**src/rtl/fifo_pkg.sv**
```systemverilog
// Shared definitions for the write- and read-side pointer controllers of the async FIFO:
// default geometry and Gray/binary conversion helpers.
package fifo_pkg;

  localparam int unsigned DefaultAddrLen    = 8;
  localparam int unsigned DefaultSyncStages = 2;

  // Widest pointer the helpers handle; callers zero-extend into this and truncate the result.
  localparam int unsigned PtrMaxW = 32;
  typedef logic [PtrMaxW-1:0] ptr_word_t;

  function automatic ptr_word_t width_mask(input int unsigned width);
    ptr_word_t mask;
    if (width >= PtrMaxW) begin
      mask = '1;
    end else begin
      mask = (ptr_word_t'(1) << width) - ptr_word_t'(1);
    end
    return mask;
  endfunction

  function automatic ptr_word_t bin2gray(input ptr_word_t bin, input int unsigned width);
    ptr_word_t b;
    b = bin & width_mask(width);
    return b ^ (b >> 1);
  endfunction

  // Each binary bit is the XOR of all Gray bits at or above it.
  function automatic ptr_word_t gray2bin(input ptr_word_t gray, input int unsigned width);
    ptr_word_t g;
    ptr_word_t bin;
    g   = gray & width_mask(width);
    bin = '0;
    for (int i = 0; i < PtrMaxW; i++) begin
      bin[i] = ^(g >> i);
    end
    return bin;
  endfunction

endpackage

```
**src/rtl/wptr_ctrl_sync_if.sv**
```systemverilog
// Write-client / memory / pointer-crossing signals of the write-side pointer controller.
// The controller uses the slave modport; the client side uses master.
interface wptr_ctrl_sync_if #(
  parameter int unsigned ADDR_LEN = fifo_pkg::DefaultAddrLen
) ();

  logic                wincr_i;
  logic [ADDR_LEN:0]   rptr_gray_i;
  logic [ADDR_LEN:0]   afull_thresh_i;
  logic                wovf_clr_i;
  logic                fifo_wen_o;
  logic [ADDR_LEN-1:0] fifo_waddr_o;
  logic [ADDR_LEN:0]   wptr_o;
  logic                wfull_o;
  logic                walmost_full_o;
  logic [ADDR_LEN:0]   wlevel_o;
  logic                wovf_o;

  modport slave (
    input  wincr_i,
    input  rptr_gray_i,
    input  afull_thresh_i,
    input  wovf_clr_i,
    output fifo_wen_o,
    output fifo_waddr_o,
    output wptr_o,
    output wfull_o,
    output walmost_full_o,
    output wlevel_o,
    output wovf_o
  );

  modport master (
    output wincr_i,
    output rptr_gray_i,
    output afull_thresh_i,
    output wovf_clr_i,
    input  fifo_wen_o,
    input  fifo_waddr_o,
    input  wptr_o,
    input  wfull_o,
    input  walmost_full_o,
    input  wlevel_o,
    input  wovf_o
  );

endinterface

```
**src/rtl/sync_ff_chain.sv**
```systemverilog
// Multi-flop synchroniser for a Gray-coded bus; every stage resets to zero.
// Shared by the write- and read-side pointer controllers.
module sync_ff_chain #(
  parameter int unsigned WIDTH  = 1,
  parameter int unsigned STAGES = 2
) (
  input  logic             clk_i,
  input  logic             rst_ni,
  input  logic [WIDTH-1:0] d_i,
  output logic [WIDTH-1:0] q_o
);

  logic [STAGES-1:0][WIDTH-1:0] stage_q;

  always_ff @(posedge clk_i or negedge rst_ni) begin
    if (!rst_ni) begin
      stage_q <= '0;
    end else begin
      stage_q <= {stage_q[STAGES-2:0], d_i};
    end
  end

  assign q_o = stage_q[STAGES-1];

endmodule

```
**src/rtl/wptr_ctrl_sync.sv**
```systemverilog
// Write-side pointer controller of the async FIFO: write pointer, full/almost-full flags,
// fill level and sticky overflow, all in the wclk domain against a synchronised read pointer.
module wptr_ctrl_sync import fifo_pkg::*; #(
  parameter int unsigned ADDR_LEN    = DefaultAddrLen,
  parameter int unsigned SYNC_STAGES = DefaultSyncStages
) (
  input logic             wclk,
  input logic             wrst_n,
  wptr_ctrl_sync_if.slave bus
);

  localparam int unsigned PtrW = ADDR_LEN + 1;
  typedef logic [PtrW-1:0] ptr_t;

  ptr_t wbin_q;
  ptr_t wbin_next;
  ptr_t wgray_next;
  ptr_t wptr_q;
  ptr_t rq;
  ptr_t rbin;
  ptr_t rq_full_pattern;
  ptr_t level_next;
  ptr_t wlevel_q;

  logic fifo_wen;
  logic wfull_q;
  logic wfull_d;
  logic walmost_full_q;
  logic walmost_full_d;
  logic wovf_q;
  logic wovf_d;

  sync_ff_chain #(
    .WIDTH  (PtrW),
    .STAGES (SYNC_STAGES)
  ) u_rptr_sync (
    .clk_i  (wclk),
    .rst_ni (wrst_n),
    .d_i    (bus.rptr_gray_i),
    .q_o    (rq)
  );

  always_comb begin
    fifo_wen   = bus.wincr_i & ~wfull_q;
    wbin_next  = wbin_q + ptr_t'(fifo_wen);
    wgray_next = ptr_t'(bin2gray(ptr_word_t'(wbin_next), PtrW));
    rbin       = ptr_t'(gray2bin(ptr_word_t'(rq), PtrW));

    // Full when the write pointer is exactly one lap ahead of the (stale) read pointer.
    rq_full_pattern = {~rq[ADDR_LEN:ADDR_LEN-1], rq[ADDR_LEN-2:0]};
    wfull_d         = (wgray_next == rq_full_pattern);

    level_next     = wbin_next - rbin;
    walmost_full_d = (level_next >= bus.afull_thresh_i);

    // A new drop takes priority over a clear in the same cycle.
    wovf_d = (bus.wincr_i & wfull_q) | (wovf_q & ~bus.wovf_clr_i);
  end

  always_ff @(posedge wclk or negedge wrst_n) begin
    if (!wrst_n) begin
      wbin_q         <= '0;
      wptr_q         <= '0;
      wfull_q        <= 1'b0;
      walmost_full_q <= 1'b0;
      wlevel_q       <= '0;
      wovf_q         <= 1'b0;
    end else begin
      wbin_q         <= wbin_next;
      wptr_q         <= wgray_next;
      wfull_q        <= wfull_d;
      walmost_full_q <= walmost_full_d;
      wlevel_q       <= level_next;
      wovf_q         <= wovf_d;
    end
  end

  assign bus.fifo_wen_o     = fifo_wen;
  assign bus.fifo_waddr_o   = wbin_q[ADDR_LEN-1:0];
  assign bus.wptr_o         = wptr_q;
  assign bus.wfull_o        = wfull_q;
  assign bus.walmost_full_o = walmost_full_q;
  assign bus.wlevel_o       = wlevel_q;
  assign bus.wovf_o         = wovf_q;

endmodule

```
**src/flat_wrapper.sv**
```systemverilog
// flat-port wrapper written by rule: the top's interface ports become plain ports
module wptr_ctrl_sync_flat import fifo_pkg::*;
#(
  parameter int unsigned ADDR_LEN    = DefaultAddrLen,
  parameter int unsigned SYNC_STAGES = DefaultSyncStages
)
  (wclk, wrst_n, bus_wincr_i, bus_rptr_gray_i, bus_afull_thresh_i, bus_wovf_clr_i, bus_fifo_wen_o, bus_fifo_waddr_o, bus_wptr_o, bus_wfull_o, bus_walmost_full_o, bus_wlevel_o, bus_wovf_o);
  wptr_ctrl_sync_if #(.ADDR_LEN(ADDR_LEN)) bus_i ();
  input logic wclk;
  input logic wrst_n;
  input wire logic [$bits(bus_i.wincr_i)-1:0] bus_wincr_i;
  input wire logic [$bits(bus_i.rptr_gray_i)-1:0] bus_rptr_gray_i;
  input wire logic [$bits(bus_i.afull_thresh_i)-1:0] bus_afull_thresh_i;
  input wire logic [$bits(bus_i.wovf_clr_i)-1:0] bus_wovf_clr_i;
  output wire logic [$bits(bus_i.fifo_wen_o)-1:0] bus_fifo_wen_o;
  output wire logic [$bits(bus_i.fifo_waddr_o)-1:0] bus_fifo_waddr_o;
  output wire logic [$bits(bus_i.wptr_o)-1:0] bus_wptr_o;
  output wire logic [$bits(bus_i.wfull_o)-1:0] bus_wfull_o;
  output wire logic [$bits(bus_i.walmost_full_o)-1:0] bus_walmost_full_o;
  output wire logic [$bits(bus_i.wlevel_o)-1:0] bus_wlevel_o;
  output wire logic [$bits(bus_i.wovf_o)-1:0] bus_wovf_o;
  assign bus_i.wincr_i = bus_wincr_i;
  assign bus_i.rptr_gray_i = bus_rptr_gray_i;
  assign bus_i.afull_thresh_i = bus_afull_thresh_i;
  assign bus_i.wovf_clr_i = bus_wovf_clr_i;
  assign bus_fifo_wen_o = bus_i.fifo_wen_o;
  assign bus_fifo_waddr_o = bus_i.fifo_waddr_o;
  assign bus_wptr_o = bus_i.wptr_o;
  assign bus_wfull_o = bus_i.wfull_o;
  assign bus_walmost_full_o = bus_i.walmost_full_o;
  assign bus_wlevel_o = bus_i.wlevel_o;
  assign bus_wovf_o = bus_i.wovf_o;
  wptr_ctrl_sync #(.ADDR_LEN(ADDR_LEN), .SYNC_STAGES(SYNC_STAGES)) u_core (.wclk(wclk), .wrst_n(wrst_n), .bus(bus_i));
endmodule
```
**config.mk**
```make
export PLATFORM = sky130hd
export DESIGN_NAME = wptr_ctrl_sync_flat
export DESIGN_NICKNAME = d
export VERILOG_FILES = /design/src/rtl/fifo_pkg.sv /design/src/rtl/wptr_ctrl_sync_if.sv /design/src/rtl/sync_ff_chain.sv /design/src/rtl/wptr_ctrl_sync.sv /design/src/flat_wrapper.sv
export SDC_FILE = /design/constraint.sdc
export NUM_CORES = 1
export LEC_CHECK = 0
export BUFFER_PORTS_ARGS = -buffer_cell sky130_fd_sc_hd__buf_2
export CORE_MARGIN = 2
export CORE_UTILIZATION = 44
export CTS_CLUSTER_DIAMETER = 40
export DETAILED_ROUTE_END_ITERATION = 10
export PLACE_DENSITY_LB_ADDON = 0.2
export SYNTH_ARGS = -nofsm -noshare
export SYNTH_HDL_FRONTEND = slang
export SYNTH_SLANG_ARGS = --single-unit
```
**constraint.sdc**
```tcl
create_clock -name wclk -period 7.2 [get_ports wclk]
set_input_delay 0.72 -clock wclk [delete_from_list [all_inputs] [get_ports wclk]]
set_output_delay 0.72 -clock wclk [all_outputs]
set_load 0.01 [all_outputs]
```
# == After elaboration in Yosys (flattened, before gate mapping) ==
# Index checks and enable logic that the tools add are counted.
# Widths: inputs -> output; s select.
# word_totals
register_bits,48
out_inout_bits,30
in_bits,22
word_cells,29
# classes
n_bitwise,8
addsub,2
magnitude_cmp,1
n_reduce_logical,9
n_eq_ne,1
# op_table
op,count
$reduce_xor 32->1,9
$add 9x1->9,1
$eq 9x9->1,1
$ge 9x9->1,1
$sub 9x9->9,1
$xor 9x8->9,1
$and 1x1->1,3
$not 1->1,2
$not 2->2,1
$or 1x1->1,1

# == Depth between registers and ports, before layout ==
# Gate-level depths: netlist of run 1.
# logic_depth
word_depth,5
depth_mapped,17
depth_no_buf,17

# == Hierarchy ==
# From an unflattened synthesis of run 1, not the netlist that was laid out.
# unflattened
hier_cells,204
area_unflattened_um2,2397.3
# modules_own_cells
mod,cells_per_inst,seq_area_each_um2,area_each_um2,n_inst
wptr_ctrl_sync,177,725.7,1879.3,1
sync_ff_chain,27,450.4,518.0,1

# == Worst setup path after synthesis of run 1 ==
# Ideal clock, no wire load.
# synth_path
path_type,input to register
startpoint,input port bus_wincr_i
endpoint,register u_core.walmost_full_q (netlist: u_core.bus.walmost_full_o)
path_slack_ns,3.012
path_stages,15
arrival_time_ns,4.062
required_time_ns,7.074
setup_ns,0.126
cell_sequence,nor2b_1 -> ha_1 -> nand3_1 -> xnor2_1 -> inv_1 -> ha_1 -> nor2b_1 -> a2111oi_2 -> nor2_1 -> a221o_1 -> a21oi_2 -> xnor2_1 -> ha_1 -> a21oi_1 -> a21oi_1
# synth_via
elab_chain_cells,4
# synth_rtl
element,line_no,rtl
"start, declared",flat_wrapper.sv:11,input wire logic [$bits(bus_i.wincr_i)-1:0] bus_wincr_i;
$and 1x1->1,wptr_ctrl_sync.sv:44,fifo_wen = bus.wincr_i & ~wfull_q;
$add 9x1->9,wptr_ctrl_sync.sv:45,wbin_next = wbin_q + ptr_t'(fifo_wen);
named net u_core.wbin_next[3],wptr_ctrl_sync.sv:16,ptr_t wbin_next;
$sub 9x9->9,wptr_ctrl_sync.sv:53,level_next = wbin_next - rbin;
named net u_core.level_next[8],wptr_ctrl_sync.sv:22,ptr_t level_next;
$ge 9x9->1,wptr_ctrl_sync.sv:54,walmost_full_d = (level_next >= bus.afull_thresh_i);
named net u_core.walmost_full_d,wptr_ctrl_sync.sv:29,logic walmost_full_d;
"end signal, assigned",wptr_ctrl_sync.sv:72,walmost_full_q <= walmost_full_d;
"end, declared",wptr_ctrl_sync.sv:28,logic walmost_full_q;
# The timed path passes the listed nets, and every way through them passes these cells.

# == Final worst setup path of run 1 ==
# layout_path
startpoint,register u_core.u_rptr_sync.stage_q (netlist bit u_core.u_rptr_sync.q_o[7])
endpoint,register u_core.walmost_full_q (netlist: u_core.bus.walmost_full_o)
# layout_via
elab_chain_cells,3
word_cells_on_any_way,10
# layout_rtl
element,line_no,rtl
"start, declared",sync_ff_chain.sv:13,logic [STAGES-1:0][WIDTH-1:0] stage_q;
"start signal, assigned",sync_ff_chain.sv:19,"stage_q <= {stage_q[STAGES-2:0], d_i};"
$reduce_xor 32->1,fifo_pkg.sv:35,bin[i] = ^(g >> i);
$sub 9x9->9 (*),wptr_ctrl_sync.sv:53,
named net u_core.level_next[8],wptr_ctrl_sync.sv:22,
$ge 9x9->1 (*),wptr_ctrl_sync.sv:54,
named net u_core.walmost_full_d,wptr_ctrl_sync.sv:29,
# The timed path passes the listed nets; every way through them passes the cells marked *.

==> results of run 1 <==
[per-stage QoR]
step                cell area [um^2]  power [uW]  hold WS [ns]  cells
floorplan                       2430         970         0.331    210
global placement                2770        1150         0.333    331
detailed placement              2770        1170         0.335    331
CTS                             2900        1410         0.356    339
global route                    2900        1520         0.362    339
finish                          2900        1390         0.354    339
[per-layer routing]
layer | wire length (um) | up-vias | global-route usage, %
met5 | 0 | - | 0
li1 | - | 802 | -
met1 | 2010 | 749 | 20.5
met4 | 74 | 0 | 6.32
met3 | 203 | 6 | 4.02
met2 | 2010 | 38 | 23.5
[power groups by stage]
stage	Combinational [uW]	Clock, uW	Sequential [uW]
finish	764	229	393
global route	871	246	404
floorplan	550	0	420
global placement	755	0	399
CTS	778	235	394
detailed placement	767	0	399
[worst max-delay path, stage by stage, from the launching register on]
cell,delay [ns]
dfrtp_1,0.41
xnor3_2,0.54
xor3_2,0.48
xnor2_1,0.25
xnor2_1,0.22
xnor2_1,0.16
ha_1,0.20
fa_1,0.29
nor4b_1,0.11
a2111oi_2,0.48
nor2_1,0.13
a221o_1,0.38
a21oi_2,0.15
xnor2_1,0.15
ha_1,0.26
a21oi_1,0.13
a21oi_1,0.05
[state kept, by name, summed over array words and instances (netlist names)]
register / cells
u_core.bus.wlevel_o: 9
u_core.u_rptr_sync.q_o: 9
u_core.u_rptr_sync.stage_q: 9
u_core.wbin_q: 9
u_core.bus.wptr_o: 8
u_core.bus.walmost_full_o: 1
u_core.bus.wfull_o: 1
u_core.bus.wovf_o: 1
[kinds of logic after synthesis]
group | Yosys count | synth area share (%)
AOI/OAI and AO/OA | 24 | 6.55
xor gates and xnor gates | 50 | 19.9
adders and majority gates | 20 | 10.4
buffers and inverters | 27 | 4.18
DFF | 47 | 48.5
muxes | 4 | 1.70
and+or+nand+nor | 38 | 8.82
[layout by cell type, fill, tap and decap left out, types with 4 or more instances in the layout]
cell / n
xnor2_1: 35
inv_1: 25
nor2_1: 10
nor3_1: 5
a21oi_1: 9
ha_1: 17
xor2_1: 12
dfrtp_1: 47
o21ai_0: 4
buf_2: 51
clkbuf_8: 5
nand2_1: 5
[how the worst min path moves through the flow]
stage	from	to	slack, ns	depth (start not counted)
3_3_place_gp	u_core.u_rptr_sync.stage_q[3]	u_core.u_rptr_sync.q_o[3]	0.33	0
6_report	u_core.u_rptr_sync.stage_q[0]	u_core.u_rptr_sync.q_o[0]	0.35	0
2_1_floorplan	u_core.u_rptr_sync.stage_q[0]	u_core.u_rptr_sync.q_o[0]	0.33	0
5_1_grt	u_core.u_rptr_sync.stage_q[0]	u_core.u_rptr_sync.q_o[0]	0.36	0
4_1_cts	u_core.u_rptr_sync.stage_q[0]	u_core.u_rptr_sync.q_o[0]	0.36	0
3_5_place_dp	u_core.u_rptr_sync.stage_q[0]	u_core.u_rptr_sync.q_o[0]	0.33	0
[layout make-up]
type,instances,area [um^2]
fillers,474,2500
clock buffers,5,68.8
well taps,72,90.1
repair buffers,51,255
inverters,25,93.8
flip-flops and latches,47,1180
multi-input cells,136,1150
clock inverters,3,67.6
[cells in the mapped netlist, drive strengths merged]
| cell | number |
|---|---|
| clkbuf | 2 |
| a21o | 3 |
| xor2 | 12 |
| or2 | 1 |
| nand3 | 2 |
| ha | 17 |
| nor2 | 10 |
| o21ai | 5 |
| dfrtp | 47 |
| and3 | 2 |
| nand4 | 2 |
| fa | 1 |
| maj3 | 2 |
| a2111oi | 1 |
| inv | 25 |
| mux2i | 3 |
| nor4 | 1 |
| nand2 | 5 |
| nor4b | 2 |
| or3 | 1 |
| or4 | 1 |
| mux2 | 1 |
| xnor3 | 2 |
| a221o | 2 |
| nor3 | 5 |
| nor2b | 3 |
| o22ai | 2 |
| a32oi | 1 |
| xor3 | 1 |
| a21oi | 10 |
| nand2b | 1 |
| and2 | 2 |
| xnor2 | 35 |
==> impl_results.md, run 1 <==
- RSZ-0062 raised after global routing: false
- Final Hold Viols: 0
- Maximum VDD drop: 0.216 mV
- Slew @ Worst Pin: 1.04 ns
- Clock Tree Buf Depth: 2
- Clock Skews: 0.00317 ns
- Clock Root Buffer: clkbuf_8
- #FFs+latches synth: 47
- Sum Neg Setup Slack: 0 ns
- Sw Ratio: 39.5%
- Worst hold path type: flop to flop
- P_int: 839 uW
- Reg-to-reg startpoint: u_core.u_rptr_sync.q_o[7]
- Reg2Reg Depth: 16
- Remaining antenna violation count: 0
- Final setup fails: 0
- Synth Net Count: 250
- Clk_lat worst skew: 0.30 ns
- Crit path DAT: 4.68 ns
- Total GRT Usage: 15.3%
- Post_cts resized: 0
- Post-layout min period: 4.49 ns
- Distinct cells, synth: 38
- Final HPWL DP: 3210 um
- Finished Core Util: 53.7%
- Critical Path Sink: u_core.bus.walmost_full_o
- # Post-CTS Setup Buffers: 0
- Register area share after synthesis: 48.5%
- Clock transition at path regs: 0.09 ns
- Worst R2R Setup Slack: 2.71 ns
- Synthesis-to-finish area growth: 19.5%
- Max cap viols: 0
- Critical path launch point type: flop
- Number of hold buffers added after CTS: 0
- Synth Area per Inst: 11.6 um^2
- Required time at the worst-slack endpoint: 7.39 ns
- Share of layout cells above drive strength 1: 25.5%
- DRC: 0
- Grt total ovfl: 0
- Comb pwr share: 55.1%
- Crit. End Element: flop
- RR Endpoint: u_core.bus.walmost_full_o
- Initial antenna violation count: 0
- Total number of vias: 1595
- H-tree Lvls: 2
- Cells after synthesis: 210
- Largest net degree at the start of global routing: 48
- Fin crit share: 62.4%
- Detailed Route Iter0 Violations: 75
- Pwr per Cell Area: 478 mW/mm^2
- Clk sinks: 47
- Mean routed wirelength per cell: 12.7 um
- F_max: 223 MHz
- WS Path Type: flop to flop
- Starting Density: 44.9%
- # nets final: 306
- Outcome: finished clean
- Share of the synthesized area in the top cell type: 48.5%
- Die Area: 0.00613 mm^2
- CORE AREA: 0.00541 mm^2
- TritonRoute pass-1 iters: 4
- Antenna fix cells: 0
- GPL Wtd Cong: 0.806
- Mapped Area: 0.00243 mm^2
- Clock power frac: 16.5%
- Die X: 78.3 um
- Ports: 52
- Die height: 78.3 um
- Fin. max-slew vios: 0
- Worst rel slew slack: 30.6%
- Static leakage power: 0.00142 uW
- Setup crit start: u_core.u_rptr_sync.q_o[7]
- CTS tree: built
- Top cells by area, synth: dfrtp_1, xnor2_1, ha_1
- TritonCTS Buffers: 5
- Crit-path max FO: 8
- Pre-CTS WS: 2.57 ns
- FP Rows: 27
- Psw: 547 uW
- Vias in the first global route: 1473
- Final setup margin: 2.71 ns
- Port buffer count: 51
- Sequential Power Share: 28.4%
- Yosys warnings: 0
- Routed WL: 4300 um
- Synth area leader: dfrtp_1
- First-pass GRT wire length: 7090 um
- Vias per inst: 4.71
Power figures use the tool's default switching activity.
==> run 2, diff against run 1 <==
ABC_AREA = 1   (was default)
clock period = 4.5 ns   (was 7.2 ns; I/O delays follow)
==> run 2 against run 1 <==
Effect of this change:
- synthesized cell count rose by 60%
- design area rose by 9.2%
- area after synthesis rose by 11%
- clock-buffer cell count rose by 1
- via count rose by 37%
- wire length rose by 21%
- register-to-register slack got worse by 1.4 ns
- hold slack got worse by 0.097 ns
- total power rose by 58%
- critical path depth rose by 5
- combinational power rose by 54%
- die area rose by 10%
==> impl_results.md, run 2 <==
- Outcome: finished clean
- Die X: 82.3 um (+5.1%)
- Sum Neg Setup Slack: 0 ns (unchanged)
- Max cap viols: 0 (unchanged)
- WS Path Type: flop to flop
- TritonRoute pass-1 iters: 4 (unchanged)
- Worst hold path type: primary input to flop
- Die Area: 0.00677 mm^2 (+10%)
- Cells after synthesis: 336 (+60%)
- Largest net degree at the start of global routing: 48 (unchanged)
- Fin crit share: 71.2% (+8.8 points)
- Crit path DAT: 3.39 ns (-1.29 ns)
- Clk sinks: 47 (unchanged)
- Worst rel slew slack: 32.1% (+1.5 points)
- Synth Area per Inst: 8.02 um^2 (-31%)
- Maximum VDD drop: 0.277 mV (+28%)
- Clock Skews: 0.00439 ns (+0.00121 ns)
- Commonest cells after routing, fill and taps aside: nand2_1, buf_2, dfrtp_1
- Synth Net Count: 376 (+50%)
- GPL Wtd Cong: 0.859 (+6.6%)
- Total of fill cells in the finished design: 576 (+22%)
- Vias per inst: 4.67 (-0.71%)
- Clock transition at path regs: 0.08 ns (about the same)
- Critical path launch point type: flop
- Fin. max-slew vios: 0 (unchanged)
- Ports: 52 (unchanged)
- CORE AREA: 0.00592 mm^2 (+9.5%)
- Remaining antenna violation count: 0 (unchanged)
- Crit. End Element: flop
- Static leakage power: 0.00183 uW (+29%)
- Total GRT Usage: 16.5% (+1.2 points)
- Multi-input gate area: 0.00132 mm^2 (+15%)
- Count of flip-flops with a built-in enable after synthesis: 0 (unchanged)
- # nets final: 433 (+42%)
- Worst hold slack: 0.257 ns (-0.0967 ns)
- Starting Density: 45.5% (+0.61 points)
- Most common cell after layout, fill and taps aside: nand2_1
- Clock Root Buffer: clkbuf_8
- Share of layout cells above drive strength 1: 21.6% (-3.9 points)
- Detailed Route Iter0 Violations: 80 (+6.7%)
- Cell mode on critical path: nand2_1
- Most numerous cell in the Yosys netlist: nand2_1
- Max incr delay on CP: 0.41 ns (-0.13 ns)
- Routed WL: 5220 um (+21%)
- Final HPWL DP: 4060 um (+26%)
- Crit-path cells: inv_1 > nand2_1 > nand2_2 > nand2_1 > nand2_1 > nand2_1 > nand2_1 > xor2_1 > ha_1 > fa_1 > inv_1 > nand4_1 > nand2_1 > xor2_1 > ha_1 > a21oi_1 > nand2_1 > nand3_1 > nand2_1 > a21oi_1 > o21bai_1
- F_max: 312 MHz (+40%)
- Final Hold Viols: 0 (unchanged)
- Final setup fails: 0 (unchanged)
- Mapped Area: 0.00270 mm^2 (+11%)
- Post_cts resized: 0 (unchanged)
- Port buffer count: 51 (unchanged)
- FP Rows: 28 (+3.7%)
- Slew @ Worst Pin: 1.02 ns (-0.0222 ns)
- Clk_lat worst skew: 0.29 ns (about the same)
- Initial antenna violation count: 0 (unchanged)
- Yosys warnings: 0 (unchanged)
- Clock Tree Buf Depth: 2 (unchanged)
- Crit-path max FO: 4 (-4)
- Top cells by area, synth: dfrtp_1, nand2_1, ha_1
- DRC: 0 (unchanged)
- Register area share after synthesis: 43.6% (-4.8 points)
- Grt total ovfl: 0 (unchanged)
- Share of the synthesized area in the top cell type: 43.6% (-4.8 points)
- TritonCTS Buffers: 5 (unchanged)
- Post-layout min period: 3.21 ns (-1.29 ns)
- Buffers and inverters on the worst path: 2 (+2)
- Pwr per Cell Area: 690 mW/mm^2 (+44%)
- CTS tree: built
- Mean routed wirelength per cell: 11.1 um (-12%)
- Synth area leader: dfrtp_1
- Vias in the first global route: 1893 (+29%)
- # Post-CTS Setup Buffers: 0 (unchanged)
- Number of hold buffers added after CTS: 0 (unchanged)
- Die height: 82.3 um (+5.1%)
- Asr flop ratio synth: 100% (unchanged)
- Total number of vias: 2191 (+37%)
- Antenna fix cells: 0 (unchanged)
- First-pass GRT wire length: 8450 um (+19%)
- H-tree Lvls: 2 (unchanged)
- Top delay family on crit path: simple AND/OR/NAND/NOR gates
- Commonest cells post-synth: nand2_1, dfrtp_1, inv_1
- Required time at the worst-slack endpoint: 4.68 ns (-2.71 ns)
- Slowest stage cell, crit path: dfrtp_1
- Synthesis-to-finish area growth: 17.6%
- #FFs+latches synth: 47 (unchanged)
- RSZ-0062 raised after global routing: false
- Distinct cells, synth: 28 (-26%)
- Reg area: 0.00118 mm^2 (unchanged)
- Primary FF master, synth: dfrtp_1
run 2: layout make-up:
type	count	share of cell area, %
inverter	51	6.04
multi-input combinational	237	41.7
tap	75	2.96
timing repair buffer	51	8.05
sequential	47	37.1
clock inverter	2	1.89
clock buffer	6	2.29
run 2: worst reg2reg max path: stages, from the launching register on:
cell and delay, ns:
dfrtp_1 0.41, inv_1 0.14, nand2_1 0.09, nand2_2 0.11, nand2_1 0.06, nand2_1 0.12
nand2_1 0.09, nand2_1 0.13, xor2_1 0.09, ha_1 0.21, fa_1 0.36, inv_1 0.10
nand4_1 0.09, nand2_1 0.12, xor2_1 0.20, ha_1 0.27, a21oi_1 0.13, nand2_1 0.07
nand3_1 0.06, nand2_1 0.06, a21oi_1 0.12, o21bai_1 0.07
run 2: final timing paths:
kind	start	endpoint	slack, ns	cells past startpoint
max in group asynchronous	wrst_n	u_core.u_rptr_sync.q_o[8]	3.54	1
worst min-delay path	bus_rptr_gray_i[1]	u_core.u_rptr_sync.stage_q[1]	0.26	1
worst max-delay path	u_core.u_rptr_sync.q_o[7]	u_core.bus.walmost_full_o	1.29	21
min in group asynchronous	wrst_n	u_core.bus.wlevel_o[1]	0.33	1
worst min register to register	u_core.u_rptr_sync.stage_q[0]	u_core.u_rptr_sync.q_o[0]	0.35	0
worst max register to register	u_core.u_rptr_sync.q_o[7]	u_core.bus.walmost_full_o	1.29	21
run 2: kinds of logic (layout without fill, tap and decap cells):
kind of cell	after synthesis	count (layout)	share of synthesized area, %
simple gates	184	184	29.9
buf+inv	52	110	7.38
flops	47	47	43.6
fa+ha+maj	18	18	8.63
xor+xnor	18	18	6.41
compound gates	17	17	4.04
run 2: where the power goes:
group,switching (uW),internal (uW),total [uW]
Combinational,739,443,1180
Clock,138,222,360
Sequential,87.3,556,644
run 2: per-layer routing:
metal	global-route usage [%]	wire [um]	vias up
li1	-	-	1153
met1	21.3	2430	974
met2	27.6	2470	57
met3	3.26	239	7
met4	5.83	71	0
met5	0	0	-
run 2: per-stage QoR:
stage | std cells | worst slack, ns | utilization [%] | total power, uW | cell area (um^2)
floorplan | 336 | 1.41 | - | 1510 | 2700
global placement | 461 | 1.28 | 51.3 | 1820 | 3040
detailed placement | 461 | 1.18 | 51.3 | 1830 | 3040
CTS | 469 | 1.31 | 53.5 | 2210 | 3170
global route | 469 | 0.892 | 53.5 | 2410 | 3170
finish | 469 | 1.29 | 53.5 | 2190 | 3170
